===== src/rtl/pc_unit_pkg.sv =====
// Shared encodings for the program-counter unit:
// next-PC select codes and controller states.
package pc_pkg;

  typedef enum logic [1:0] {
    SEL_SEQ  = 2'b00,
    SEL_BR   = 2'b01,
    SEL_JABS = 2'b10,
    SEL_JREG = 2'b11
  } sel_t;

  typedef enum logic {
    ST_RUN  = 1'b0,
    ST_HALT = 1'b1
  } state_t;

endpackage


===== src/rtl/pc_unit_if.sv =====
// Control/status bundle between the fetch
// controller (master) and the PC unit (slave).
interface pc_unit_if #(
  parameter int WIDTH = 32
);
  logic             ena;
  logic [1:0]       sel;
  logic [WIDTH-1:0] br_off;
  logic [WIDTH-1:0] jtarget;
  logic [WIDTH-1:0] jreg;
  logic             exc_req;
  logic             eret;
  logic             halt_req;
  logic             resume;
  logic [WIDTH-1:0] pc;
  logic [WIDTH-1:0] pc_plus;
  logic [WIDTH-1:0] epc;
  logic             halted;
  logic             misalign;

  modport master (
    output ena, sel, br_off, jtarget, jreg,
    output exc_req, eret, halt_req, resume,
    input  pc, pc_plus, epc, halted, misalign
  );

  modport slave (
    input  ena, sel, br_off, jtarget, jreg,
    input  exc_req, eret, halt_req, resume,
    output pc, pc_plus, epc, halted, misalign
  );
endinterface


===== src/rtl/pc_unit_en_reg.sv =====
// Enabled register with asynchronous active-high
// reset to zero; holds the saved exception PC.
module en_reg #(
  parameter int WIDTH = 32
) (
  input  logic             clk,
  input  logic             rst,
  input  logic             en,
  input  logic [WIDTH-1:0] d,
  output logic [WIDTH-1:0] q
);

  // capture d when enabled, otherwise hold
  always_ff @(posedge clk or posedge rst) begin
    if (rst) begin
      q <= '0;
    end else if (en) begin
      q <= d;
    end
  end

endmodule


===== src/rtl/pc_unit.sv =====
// Program counter with branch/jump select,
// exception/eret, halt/resume and misalign trap.
module pc_unit
  import pc_pkg::*;
#(
  parameter int WIDTH = 32,
  parameter logic [WIDTH-1:0] RESET_VEC =
    WIDTH'(32'h0040_0000),
  parameter logic [WIDTH-1:0] EXC_VEC =
    WIDTH'(32'h0040_0004),
  parameter int INC = 4
) (
  input  logic clk,
  input  logic rst,
  pc_unit_if.slave bus
);

  logic [WIDTH-1:0] pc_r;
  logic [WIDTH-1:0] pc_plus;
  logic [WIDTH-1:0] cand;
  logic [WIDTH-1:0] epc;
  state_t           state;
  logic             halted_r;
  logic             mis_r;
  logic             run;
  logic             adv;
  logic             bad;
  logic             epc_en;

  assign pc_plus = pc_r + WIDTH'(INC);
  assign run     = (state == ST_RUN);

  // a normal advance: running, enabled, nothing
  // of higher priority pending this edge
  assign adv = run & bus.ena & ~bus.exc_req
             & ~bus.eret & ~bus.halt_req;
  assign bad = |cand[1:0];

  // epc records the PC being left on a trap
  assign epc_en = bus.exc_req | (adv & bad);

  // next-PC candidate from the select code
  always_comb begin
    cand = pc_plus;
    unique case (sel_t'(bus.sel))
      SEL_SEQ:  cand = pc_plus;
      SEL_BR:   cand = pc_plus + bus.br_off;
      SEL_JABS: cand = bus.jtarget;
      SEL_JREG: cand = bus.jreg;
    endcase
  end

  // run/halt controller, PC and status flags
  always_ff @(posedge clk or posedge rst) begin
    if (rst) begin
      pc_r     <= RESET_VEC;
      state    <= ST_RUN;
      halted_r <= 1'b0;
      mis_r    <= 1'b0;
    end else begin
      mis_r <= 1'b0;
      if (bus.exc_req) begin
        pc_r     <= EXC_VEC;
        state    <= ST_RUN;
        halted_r <= 1'b0;
      end else if (bus.eret) begin
        pc_r     <= epc;
        state    <= ST_RUN;
        halted_r <= 1'b0;
      end else if (run && bus.halt_req) begin
        state    <= ST_HALT;
        halted_r <= 1'b1;
      end else if (!run && bus.resume) begin
        state    <= ST_RUN;
        halted_r <= 1'b0;
      end else if (adv) begin
        if (bad) begin
          pc_r  <= EXC_VEC;
          mis_r <= 1'b1;
        end else begin
          pc_r <= cand;
        end
      end
    end
  end

  en_reg #(
    .WIDTH(WIDTH)
  ) u_epc (
    .clk(clk),
    .rst(rst),
    .en (epc_en),
    .d  (pc_r),
    .q  (epc)
  );

  assign bus.pc       = pc_r;
  assign bus.pc_plus  = pc_plus;
  assign bus.epc      = epc;
  assign bus.halted   = halted_r;
  assign bus.misalign = mis_r;

endmodule


===== src/flat_wrapper.sv =====
// flat-port wrapper written by rule: the top's interface ports become plain ports
module pc_unit_flat import pc_pkg::*;
#(
  parameter int WIDTH = 32,
  parameter logic [WIDTH-1:0] RESET_VEC =
    WIDTH'(32'h0040_0000),
  parameter logic [WIDTH-1:0] EXC_VEC =
    WIDTH'(32'h0040_0004),
  parameter int INC = 4
)
  (clk, rst, bus_ena, bus_sel, bus_br_off, bus_jtarget, bus_jreg, bus_exc_req, bus_eret, bus_halt_req, bus_resume, bus_pc, bus_pc_plus, bus_epc, bus_halted, bus_misalign);
  pc_unit_if #(.WIDTH(WIDTH)) bus_i ();
  input  logic clk;
  input  logic rst;
  input wire logic [$bits(bus_i.ena)-1:0] bus_ena;
  input wire logic [$bits(bus_i.sel)-1:0] bus_sel;
  input wire logic [$bits(bus_i.br_off)-1:0] bus_br_off;
  input wire logic [$bits(bus_i.jtarget)-1:0] bus_jtarget;
  input wire logic [$bits(bus_i.jreg)-1:0] bus_jreg;
  input wire logic [$bits(bus_i.exc_req)-1:0] bus_exc_req;
  input wire logic [$bits(bus_i.eret)-1:0] bus_eret;
  input wire logic [$bits(bus_i.halt_req)-1:0] bus_halt_req;
  input wire logic [$bits(bus_i.resume)-1:0] bus_resume;
  output wire logic [$bits(bus_i.pc)-1:0] bus_pc;
  output wire logic [$bits(bus_i.pc_plus)-1:0] bus_pc_plus;
  output wire logic [$bits(bus_i.epc)-1:0] bus_epc;
  output wire logic [$bits(bus_i.halted)-1:0] bus_halted;
  output wire logic [$bits(bus_i.misalign)-1:0] bus_misalign;
  assign bus_i.ena = bus_ena;
  assign bus_i.sel = bus_sel;
  assign bus_i.br_off = bus_br_off;
  assign bus_i.jtarget = bus_jtarget;
  assign bus_i.jreg = bus_jreg;
  assign bus_i.exc_req = bus_exc_req;
  assign bus_i.eret = bus_eret;
  assign bus_i.halt_req = bus_halt_req;
  assign bus_i.resume = bus_resume;
  assign bus_pc = bus_i.pc;
  assign bus_pc_plus = bus_i.pc_plus;
  assign bus_epc = bus_i.epc;
  assign bus_halted = bus_i.halted;
  assign bus_misalign = bus_i.misalign;
  pc_unit #(.WIDTH(WIDTH), .RESET_VEC(RESET_VEC), .EXC_VEC(EXC_VEC), .INC(INC)) u_core (.clk(clk), .rst(rst), .bus(bus_i));
endmodule

===== config.mk =====
export PLATFORM = sky130hd
export DESIGN_NAME = pc_unit_flat
export DESIGN_NICKNAME = d
export VERILOG_FILES = /design/src/rtl/pc_unit_pkg.sv /design/src/rtl/pc_unit_if.sv /design/src/rtl/pc_unit_en_reg.sv /design/src/rtl/pc_unit.sv /design/src/flat_wrapper.sv
export SDC_FILE = /design/constraint.sdc
export NUM_CORES = 1
export LEC_CHECK = 0
export BUFFER_PORTS_ARGS = -buffer_cell sky130_fd_sc_hd__clkbuf_2
export CAP_MARGIN = 20
export CORE_UTILIZATION = 47
export DETAILED_ROUTE_END_ITERATION = 10
export GPL_TIMING_DRIVEN = 0
export PLACE_DENSITY = 0.83
export REMOVE_ABC_BUFFERS = 1
export SKIP_CTS_REPAIR_TIMING = 1
export SLEW_MARGIN = 20
export SYNTH_ARGS = -nofsm -noshare
export SYNTH_HDL_FRONTEND = slang
export SYNTH_SLANG_ARGS = --single-unit

===== constraint.sdc =====
create_clock -name clk -period 3.4 [get_ports clk]
set_input_delay 0.34 -clock clk [delete_from_list [all_inputs] [get_ports clk]]
set_output_delay 0.34 -clock clk [all_outputs]
set_load 0.005 [all_outputs]

### After elaboration in Yosys (flattened, before gate mapping)

Index checks and enable logic that the tools add are counted.

* $add $sub $neg: 2
* eq/ne operators: 5
* multiplexer cells: 17
* bitwise operators: 10
* reduce and logical (&&, ||, !) cells: 7

Operator list (number)
* $mux 32: 6
* $pmux 32 s4: 1
* $add 32x3->32 const B: 1
* $add 32x32->32: 1
* $mux 1: 10
* $ne 3x3->1 const B: 2
* $and 1x1->1: 5
* $eq 2x2->1 const B: 2
* $not 1->1: 4
* $reduce_bool 4->1: 1
* $reduce_and 3->1: 1
* $reduce_bool 3->1: 1
* $eq 2x1->1 const B: 1
* $logic_and 1x1->1: 2
* $logic_not 2->1: 1
* $reduce_or 2->1: 1
* $or 1x1->1: 1

* bits in registers: 66
* input port bits: 105
* output and inout bits: 98
* logic and storage cells: 45

### Logic depth before layout (Yosys ltp)

* word-level depth: 10
* mapped depth: 17
* gate-level depth less buffers: 16

### Cells and area by module

Synthesis repeated with hierarchy kept, for this count alone.

* cell total of the unflattened synthesis: 606
* area, all modules: 5879.4 um2

By module, submodules not included
* pc_unit: times used 1, cells each 537, area each 4530.6 um2, seq. area each 852.1 um2
* en_reg: times used 1, cells each 69, area each 1348.8 um2, seq. area each 800.8 um2

### Worst setup path before layout

No wires, ideal clock.

* path type: register to register
* start: reg u_core.pc_r[2] (netlist: u_core.bus.pc[2])
* end: reg u_core.pc_r[23] (netlist: u_core.bus.pc[23])
* data arrival time: 3.245 ns
* required time: 3.282 ns
* setup slack: 0.037 ns
* stages on the path, launching flop included: 16
* path buffers: 1
* clock period less this slack: 3.363 ns
* cell sequence: dfrtp_1 ha_1 nand3_1 nor2_1 xor2_1 ha_1 buf_6 a21o_1 a21o_1 a21o_1 a21oi_4 a21o_1 nand2_1 xor2_1 mux4_2 a21o_1

* longest elaborated chain between the ends: 9

Ends and longest elaborated chain
* start, declared: line pc_unit.sv:18 `logic [WIDTH-1:0] pc_r;`
* start signal, assigned: line pc_unit.sv:67 `pc_r <= epc;`
* start signal, assigned: line pc_unit.sv:81 `pc_r <= cand;`
* $add 32x3->32: line pc_unit.sv:30 `assign pc_plus = pc_r + WIDTH'(INC);`
* named net bus_pc_plus[8]: line flat_wrapper.sv:25 `output wire logic [$bits(bus_i.pc_plus)-1:0] bus_pc_plus;`
* $add 32x32->32: line pc_unit.sv:47 `SEL_BR: cand = pc_plus + bus.br_off;`
* $pmux 32 s4: line pc_unit.sv:45 `unique case (sel_t'(bus.sel))`
* $mux 32: line pc_unit.sv:77 `if (bad) begin`
* $mux 32: line pc_unit.sv:76 `end else if (adv) begin`
* $mux 32: line pc_unit.sv:73 `end else if (!run && bus.resume) begin`
* $mux 32: line pc_unit.sv:70 `end else if (run && bus.halt_req) begin`
* $mux 32: line pc_unit.sv:66 `end else if (bus.eret) begin`
* $mux 32: line pc_unit.sv:62 `if (bus.exc_req) begin`

The timed path passes the listed nets, and every way through them passes these cells. The select of a mux whose other input is x is not followed.
A chain may end at the register's enable or synchronous reset.

### Final worst setup path

* start: reg u_core.pc_r[17] (netlist: u_core.bus.pc[17])
* end: reg u_core.pc_r[29] (netlist: u_core.bus.pc[29])

* longest elaborated chain between the ends: 9

Ends and longest elaborated chain (line)
* $add 32x3->32 (*): pc_unit.sv:30
* $add 32x32->32: pc_unit.sv:47
* $pmux 32 s4 (*): pc_unit.sv:45
* $mux 32 (*): pc_unit.sv:77
* $mux 32 (*): pc_unit.sv:76
* $mux 32 (*): pc_unit.sv:73
* $mux 32 (*): pc_unit.sv:70
* $mux 32 (*): pc_unit.sv:66
* $mux 32 (*): pc_unit.sv:62

Every way passes the cells marked *; elsewhere a longest branch is shown, timed or not. The select of a mux whose other input is x is not followed.

==> impl_metrics.tcl <==
set metrics [dict create \
    antenna_found_initial 0 \
    io_pins 203 \
    failed_checks "negative setup slack" \
    htree_num_levels 3 \
    row_count 40 \
    cpMaxStageDelayCell "o41ai_1" \
    fin_setup_tns_ps -805 \
    placed_area_um2 7080 \
    syn_to_final_growth_pct 51.2 \
    diodes 0 \
    grt.busiest_layer "met2" \
    cts_root_buf "clkbuf_16" \
    setup_violations 9 \
    globalRouteMet2Util 0.518 \
    slew_viol_final 0 \
    leakage_nw 4.41 \
    dieArea_um2 13000 \
    worst_slack_ps -243 \
    routabilityCongestion 0.964 \
    grtUsageMet1 0.421 \
    final_area_um2 8920 \
    crit_chain "nand4_1 > nor2_4 > nand3_4 > inv_1 > nand2_1 > xnor2_2 > ha_2 > a21o_1 > a31o_2 > nor3_1 > o21a_1 > o41ai_1 > nor2_1 > xnor2_1 > a21oi_1 > o21ai_1" \
    synth.cell_area_um2 5900 \
    vdd_drop_max_mv 0.271 \
    grt-ovfl-total 0 \
    port-buffer-count 202 \
    wirelength_mm 23.7 \
    ant_nets 0 \
    grt_pass1_vias 5919 \
    drive_above_1_share 0.525 \
    synth-seq-area-share 0.280 \
    cts_tree "yes" \
    crit_fanout 6 \
    cts_made_buffers 9 \
    synth_edf_count 0 \
    dieWidth_um 114 \
    finalNetCount 1068 \
    finClkSkew_ps 8.11 \
    core_area_um2 12100 \
    synthArstFlopShare 1.00 \
    powerDensity_nw_per_um2 287 \
    grt_usage 0.321 \
    worst_slew_pin_slew_ps 1040 \
    synth_cell_types 75 \
    grt_max_degree 41 \
    arrival_ps 3920 \
    final_cell_count_no_fill 1095 \
    dieHeight_um 114 \
    drv_cap 0 \
    grt_use_met3 0.0627 \
    worst-path-buf-inv 1 \
    clock_path_buffers 2 \
    placedCellCount 997 \
    drc 0 \
    slew_headroom 0.308 \
    hold_viol_final 0 \
    start_util 0.487 \
    worst_setup_path_end_kind "register" \
    vias_per_cell 6.24 \
    dr_total_vias 6836 \
    drtIter0Drc 678 \
    drtPass1Iterations 7 \
    critical_path_class "register to register" \
    rsz0062_at_grt "true" \
    status "finished with violations" \
    num-fill-cells 873 \
    grt_pass1_wl_mm 31.7 \
    worstSkewPairLatency_ps 360 \
    start_kind "register" \
    syn_area_per_cell_um2 8.98 \
    dpl.hpwl_mm 15.6 \
    cts.clk_slew.worst_paths_ps 60 \
    ys.flop_type "dfrtp_1" \
    timing.final.crit_share 1.07 \
    critical-path-top-delay-family "compound AO/OA/AOI/OAI gates" \
    clock-sinks 66 \
    syn-instance-count 657 \
    hp-class "primary input to register" \
    wire_per_inst_um 21.7 \
    ys_seq_elements 66 \
    fin_crit_ps 3640 \
    yosysWarningCount 0 \
    crit_required_ps 3680 \
    fmaxAchievable_mhz 275 \
    cpPeakStageDelay_ps 510 \
]
[worst reg2reg max path: stages, from the launching register on]
cell and delay [ps]:
dfrtp_2 470, nand4_1 220, nor2_4 330, nand3_4 150, inv_1 110, nand2_1 90
xnor2_2 310, ha_2 280, a21o_1 170, a31o_2 190, nor3_1 60, o21a_1 110
o41ai_1 510, nor2_1 100, xnor2_1 210, a21oi_1 100, o21ai_1 170
[cells in the mapped netlist, drive strengths merged (13+ instances only)]
| master | count | share of area |
|---|---|---|
| a21o | 19 | 0.024 |
| a21oi | 45 | 0.041 |
| buf | 13 | 0.013 |
| clkbuf | 23 | 0.015 |
| dfrtp | 65 | 0.28 |
| ha | 40 | 0.085 |
| inv | 13 | 0.0083 |
| mux2 | 38 | 0.073 |
| nand2 | 64 | 0.041 |
| nand3 | 23 | 0.020 |
| nand4 | 13 | 0.015 |
| nor2 | 56 | 0.036 |
| nor3 | 16 | 0.016 |
| o21ai | 41 | 0.035 |
| xnor2 | 33 | 0.049 |
| xor2 | 19 | 0.028 |
[path summary, 6_finish.rpt]
check / from / endpoint / slack, ps / depth (start not counted)
max reg2reg: u_core.bus.pc[17]$_DFFE_PP0P_ / u_core.bus.pc[29]$_DFFE_PP0P_ / -240 / 16
min reg2reg: u_core.u_epc.q[12]$_DFFE_PP0P_ / u_core.bus.pc[12]$_DFFE_PP0P_ / 510 / 2
min: bus_resume / u_core.state$_DFFE_PP0P_ / 180 / 2
min in group asynchronous: rst / u_core.u_epc.q[0]$_DFFE_PP0P_ / 500 / 3
max: u_core.bus.pc[17]$_DFFE_PP0P_ / u_core.bus.pc[29]$_DFFE_PP0P_ / -240 / 16
max in group asynchronous: rst / u_core.bus.pc[22]$_DFFE_PP1P_ / 2300 / 4
[flip-flops by register name, summed over array words and instances (netlist names)]
register and flops:
u_core.bus.pc 32, u_core.u_epc.q 32, u_core.state 1, u_core.bus.misalign 1
[layer usage]
metal	part of all wire	up-vias
met5	0	-
li1	-	2982
met1	0.38	3297
met2	0.48	478
met4	0.041	0
met3	0.091	79
[kinds of logic after synthesis]
group | share of synthesized area
buffers and inverters | 0.0361
adder cells (fa/ha/maj) | 0.0882
AND/OR/NAND/NOR | 0.171
AO/OA/AOI/OAI | 0.219
multiplexers | 0.129
XOR/XNOR | 0.0772
flip-flops | 0.280
[through the flow]
stage	power [W]	worst slack, ps	hold WS [ps]	utilization
2_1_floorplan	0.00115	-82.2	403	-
3_3_place_gp	0.00135	-1350	496	0.575
3_5_place_dp	0.00137	-714	345	0.585
4_1_cts	0.00243	-753	-30.1	0.612
5_1_grt	0.00263	-324	213	0.736
6_report	0.00256	-243	181	0.736
[final cells by class]
cell class | instances | area (um^2) | share of cell area
well taps | 168 | 210 | 0.0236
clock buffers | 12 | 256 | 0.0288
flip-flops and latches | 66 | 1670 | 0.188
clock inverters | 4 | 75.1 | 0.00842
inverters | 14 | 55.1 | 0.00617
repair buffers | 290 | 1760 | 0.198
multi-input cells | 541 | 4890 | 0.548
[report_power, final]
group | leakage, nW | total [W] | switching [W] | internal, W
registers | 0.875 | 0.000841 | 0.0000319 | 0.000809
logic | 3.38 | 0.000639 | 0.000345 | 0.000295
clock network | 0.155 | 0.00108 | 0.000396 | 0.000683
[layout by cell type (no fill, tap or decap), types with 8 or more instances in the layout]
master,Yosys,layout
clkbuf_2,0,202
buf_4,3,75
nand2_1,64,59
dfrtp_1,65,48
nor2_1,55,44
a21oi_1,43,35
mux2_2,34,34
o21ai_0,31,27
ha_1,40,22
a21o_1,19,19
dfrtp_2,0,17
xnor2_1,33,16
xor2_1,19,13
mux4_2,12,12
nand4_1,12,12
xnor2_2,0,12
nand3_4,0,11
ha_4,0,11
inv_1,13,10
o21ai_1,9,10
nor3_1,14,9
clkbuf_16,0,9
nor2_4,0,8
o211ai_1,8,8
a22oi_1,8,8
buf_6,1,8
Note: power is estimated with default switching activity, not from simulation.
